--- config.mk ---
export PLATFORM = sky130hd
export DESIGN_NAME = xnor_match_pipe
export DESIGN_NICKNAME = d
export VERILOG_FILES = /design/src/rtl/xnor_match_pipe.sv
export SDC_FILE = /design/constraint.sdc
export NUM_CORES = 1
export LEC_CHECK = 0
export CAP_MARGIN = 20
export CORE_ASPECT_RATIO = 1.5
export CORE_MARGIN = 4
export CORE_UTILIZATION = 40
export DETAILED_ROUTE_END_ITERATION = 10
export GPL_ROUTABILITY_DRIVEN = 1
export GPL_TIMING_DRIVEN = 0
export PLACE_DENSITY = 0.63
export SLEW_MARGIN = 25
export SYNTH_ARGS = -nofsm -noshare
export SYNTH_HDL_FRONTEND = slang
export SYNTH_SLANG_ARGS = --single-unit
--- constraint.sdc ---
create_clock -name clk -period 2.8 [get_ports clk]
set_input_delay 0.28 -clock clk [delete_from_list [all_inputs] [get_ports clk]]
set_output_delay 0.28 -clock clk [all_outputs]
set_load 0.1 [all_outputs]
--- src/rtl/xnor_match_pipe.sv ---
// Two-stage valid/ready bitwise logic unit with per-transaction bit-equality
// count, all-equal flag and a saturating tally of delivered all-equal results.
module xnor_match_pipe #(
    parameter int unsigned WIDTH = 8,
    parameter int unsigned CNT_W = 16,
    localparam int unsigned MW   = $clog2(WIDTH + 1)
) (
    input  logic             clk,
    input  logic             rst,
    input  logic             in_valid,
    output logic             in_ready,
    input  logic [WIDTH-1:0] a,
    input  logic [WIDTH-1:0] b,
    input  logic [2:0]       op,
    output logic             out_valid,
    input  logic             out_ready,
    output logic [WIDTH-1:0] f,
    output logic [MW-1:0]    match_cnt,
    output logic             all_equal,
    output logic [CNT_W-1:0] eq_total,
    input  logic             eq_clear
);

    typedef enum logic [2:0] {
        OpAnd  = 3'd0,
        OpOr   = 3'd1,
        OpXor  = 3'd2,
        OpXnor = 3'd3,
        OpNand = 3'd4,
        OpNor  = 3'd5,
        OpPass = 3'd6,
        OpNot  = 3'd7
    } op_e;

    logic             s1_v_q;
    logic [WIDTH-1:0] s1_f_q;
    logic [WIDTH-1:0] s1_eq_q;

    logic             s2_v_q;
    logic             s2_v_d;
    logic [WIDTH-1:0] s2_f_q;
    logic [MW-1:0]    s2_cnt_q;
    logic             s2_all_q;

    logic [CNT_W-1:0] eq_total_q;
    logic [CNT_W-1:0] eq_total_d;

    logic             s1_load;
    logic             s2_load;
    logic             out_xfer;
    logic [WIDTH-1:0] f_d;
    logic [MW-1:0]    cnt_d;

    // Ready chain is purely combinational: a full pipe frees S1 in the same
    // cycle that downstream takes the S2 result.
    always_comb begin
        s2_load  = s1_v_q && (!s2_v_q || out_ready);
        s1_load  = !s1_v_q || s2_load;
        out_xfer = s2_v_q && out_ready;
        in_ready = s1_load;
    end

    always_comb begin
        f_d = '0;
        unique case (op_e'(op))
            OpAnd:  f_d = a & b;
            OpOr:   f_d = a | b;
            OpXor:  f_d = a ^ b;
            OpXnor: f_d = ~(a ^ b);
            OpNand: f_d = ~(a & b);
            OpNor:  f_d = ~(a | b);
            OpPass: f_d = a;
            OpNot:  f_d = ~a;
        endcase
    end

    always_comb begin
        cnt_d = '0;
        for (int i = 0; i < int'(WIDTH); i++) begin
            cnt_d = cnt_d + MW'(s1_eq_q[i]);
        end
    end

    always_comb begin
        if (s2_load) begin
            s2_v_d = 1'b1;
        end else if (out_xfer) begin
            s2_v_d = 1'b0;
        end else begin
            s2_v_d = s2_v_q;
        end
    end

    // Clear wins over a same-cycle increment; the counter never wraps.
    always_comb begin
        eq_total_d = eq_total_q;
        if (out_xfer && s2_all_q && (eq_total_q != {CNT_W{1'b1}})) begin
            eq_total_d = eq_total_q + 1'b1;
        end
        if (eq_clear) begin
            eq_total_d = '0;
        end
    end

    always_ff @(posedge clk or posedge rst) begin
        if (rst) begin
            s1_v_q  <= 1'b0;
            s1_f_q  <= '0;
            s1_eq_q <= '0;
        end else if (s1_load) begin
            s1_v_q <= in_valid;
            if (in_valid) begin
                s1_f_q  <= f_d;
                s1_eq_q <= ~(a ^ b);
            end
        end
    end

    always_ff @(posedge clk or posedge rst) begin
        if (rst) begin
            s2_v_q   <= 1'b0;
            s2_f_q   <= '0;
            s2_cnt_q <= '0;
            s2_all_q <= 1'b0;
        end else begin
            s2_v_q <= s2_v_d;
            if (s2_load) begin
                s2_f_q   <= s1_f_q;
                s2_cnt_q <= cnt_d;
                s2_all_q <= &s1_eq_q;
            end
        end
    end

    always_ff @(posedge clk or posedge rst) begin
        if (rst) begin
            eq_total_q <= '0;
        end else begin
            eq_total_q <= eq_total_d;
        end
    end

    assign out_valid = s2_v_q;
    assign f         = s2_f_q;
    assign match_cnt = s2_cnt_q;
    assign all_equal = s2_all_q;
    assign eq_total  = eq_total_q;

endmodule

==> impl_metrics.ini <==
[clock_network]
cts_tree = built
clk_pin_slew_ps = 90
cts_sinks = 47
postCtsHoldBufs = 0
clk_latency_ps = 300
cts_max_path_buffers = 2
cts_made_buffers = 5
htreeDepth = 2
cts-root-buf = clkbuf_8

[setup_path]
crit_chain = fa_1 -> inv_1 -> fa_1 -> fa_1 -> inv_1 -> ha_2 -> inv_2 -> fa_2 -> o21ai_1
r2r_end = match_cnt[1]
rr_worst_depth = 9
cp-end-kind = flop
crit_top_cell = fa_1
timing.critical_path.buf_inv = 3
cp_top_family = adder cells
path_max_fanout = 2
cp.required_ps = 2980
reg2reg_from = s1_eq_q[0]
critPathKind = reg2reg
cp.arrival_ps = 3030
start_kind = flop
cp-startpoint = s1_eq_q[0]
critPathMaxStageDelay_ps = 530
r2r_slack_ps = -50
slowest_stage = fa_1

[power_and_ir_drop]
leakagePower_uw = 0.00161
p_sw_frac = 0.421
p_comb_frac = 0.428
power_density_nw_per_um2 = 616
peakVddDrop_mv = 0.295
pwr-share-seq = 0.356
clkPwrFrac = 0.216
switchingPower_uw = 991
total_power_uw = 2350
p_int_uw = 1360

[sta]
finalMaxSlewViolations = 0
max_freq_ghz = 0.351
fin_crit_sh = 1.02
tns_ps = -75.7
max-slew-margin-rel = 0.320
rsz0062_at_grt = yes
worst_slack_ps = -46.8
finClkSkew_ps = 4.84
final_hold_viol_count = 0
setup_viol = 2
whs_ps = 265
period_needed_ps = 2850
tightest_slew_ps = 1020

[global_route]
overflow = 0
antenna_found_initial = 0
grt_pass1_wl_um = 11900
grtUsageTotal = 0.163
grt_start_max_net_pins = 33
grt_pass1_vias = 2673

[floorplan]
die_h_um = 114
die-area_um2 = 9030
die_w_um = 78.9
ios = 55
start_util = 0.415
fp.coreArea_um2 = 7270
rows = 38

[layout]
drive_gt1_frac = 0.0759
multi_input_area_um2 = 1660
nFillCells = 709
regArea_um2 = 1180
area_delta_synth_final_pct = 26.6
fin_nets = 443
post-route-util = 0.525
antenna_cells = 0

[placement]
gp_congestion = 0.884
portBuffers = 52
hpwl_um = 5560
place_worst_setup_slack_ps = -120

[routing]
drc = 0
num_vias = 2656
drt_iter0_drc = 110
vias_per_cell = 5.37
firstDrtPassIters = 4
wl_per_cell_um = 14.1
routed_wl_um = 7000
drtAntennaViolNets = 0

[logic_synthesis]
ys.flop_type = dfrtp_1
yosysSeqAreaShare = 0.390
yosysWarnings = 0
synthesis.nets = 382
synth.cell_area_um2 = 3020
synthCells = 333
syn_area_per_cell_um2 = 9.07
synth_edf_count = 0
yosys_register_bits = 47
async_flop_share = 1.00
synthDistinctLibCells = 36

[job]
drv_cap = 0

[status]
status = finished, violations left
violations = negative setup slack

[min_path]
hp-class = in2async
-- flip-flops by register name, indices dropped and copies added, names as in the netlist --
register and flops:
eq_total 16, f 8, s1_eq_q 8, s1_f_q 8, match_cnt 4, all_equal 1, out_valid 1, s1_v_q 1
-- power groups by stage --
stage	Combinational (uW)	Clock (uW)	Sequential, uW
floorplan	334	0	1250
finish	1010	507	838
global placement	982	0	852
CTS	1020	523	841
global route	1090	556	854
detailed placement	1000	0	856
-- cells in the final DEF (no fill, tap or decap), drive strengths merged, types with 4 or more instances in the layout --
cell / n
fa: 4
o21ai: 27
dfrtp: 47
o32ai: 7
or3: 8
inv: 38
clkbuf: 18
nand3: 7
a32o: 14
nor2: 7
or4: 4
nor4: 4
ha: 21
mux2: 9
nand2: 36
clkdlybuf4s50: 52
buf: 4
o31ai: 7
nand2b: 30
nand4: 6
a21oi: 22
-- what timing repair did --
item                       4_1_cts  5_1_grt
setup buffers                    1        0
setup endpoints to repair        2        2
gates resized for setup          3        2
pin swaps                        0        0
-- worst max-delay path by stage --
stage / to / depth (start not counted)
after floorplan: match_cnt[2] / 10
after global placement: match_cnt[2] / 10
after detailed placement: match_cnt[2] / 10
after CTS: match_cnt[1] / 9
after global routing: match_cnt[1] / 9
final: match_cnt[1] / 9
-- cells in the mapped netlist, types with 2 or more instances --
library cell   n  area, um^2
a21oi_1       22         110
a32o_1        14         140
buf_1          2        7.51
clkbuf_1      12        45.0
dfrtp_1       47        1180
fa_1           4        80.1
ha_1          21         263
inv_1         37         139
mux2_2         9         101
mux2i_1        3        30.0
nand2_1       36         135
nand2b_1      30         188
nand3_1        7        35.0
nand4_1        5        31.3
nor2_1         7        26.3
nor2b_1        2        12.5
nor3_1         3        15.0
nor3b_1        2        15.0
nor4_1         4        25.0
o21ai_0       27         135
o31ai_1        7        52.6
o32ai_1        7        61.3
or2_2          2        12.5
or3_1          8        50.1
or4_1          4        30.0
-- worst register-to-register path: cells and delay by family, from the launching register on --
kind / cells / cell delay (ps)
flip-flops: 1 / 410
buffers and inverters: 3 / 160
adder cells (fa/ha/maj): 5 / 2110
AO/OA/AOI/OAI: 1 / 60
-- kinds of logic after synthesis --
group	share of synthesized area
AND/OR/NAND/NOR	0.209
XOR/XNOR	0.00290
adder cells (fa/ha/maj)	0.114
buffers and inverters	0.0651
multiplexers	0.0435
AO/OA/AOI/OAI	0.177
flip-flops	0.390
-- layer usage --
| layer | track usage | routed length [um] |
|---|---|---|
| met2 | 0.317 | 3750 |
| met1 | 0.174 | 2810 |
| met4 | 0.0619 | 146 |
| met5 | 0 | 0 |
| met3 | 0.0236 | 290 |
-- per-stage QoR --
step / instances / area (um^2)
after CTS: 495 / 3810
final: 495 / 3820
after global placement: 485 / 3670
after detailed placement: 486 / 3690
after global routing: 495 / 3820
after floorplan: 333 / 3020
-- area by class of cell --
class,count,area share
plain buffers,15,0.0151
clock buffers,5,0.0180
clock inverters,3,0.0124
inverters,37,0.0363
multi-input cells,234,0.434
flip-flops and latches,47,0.308
well taps,100,0.0327
repair buffers,54,0.143
Power figures use the tool's default switching activity.
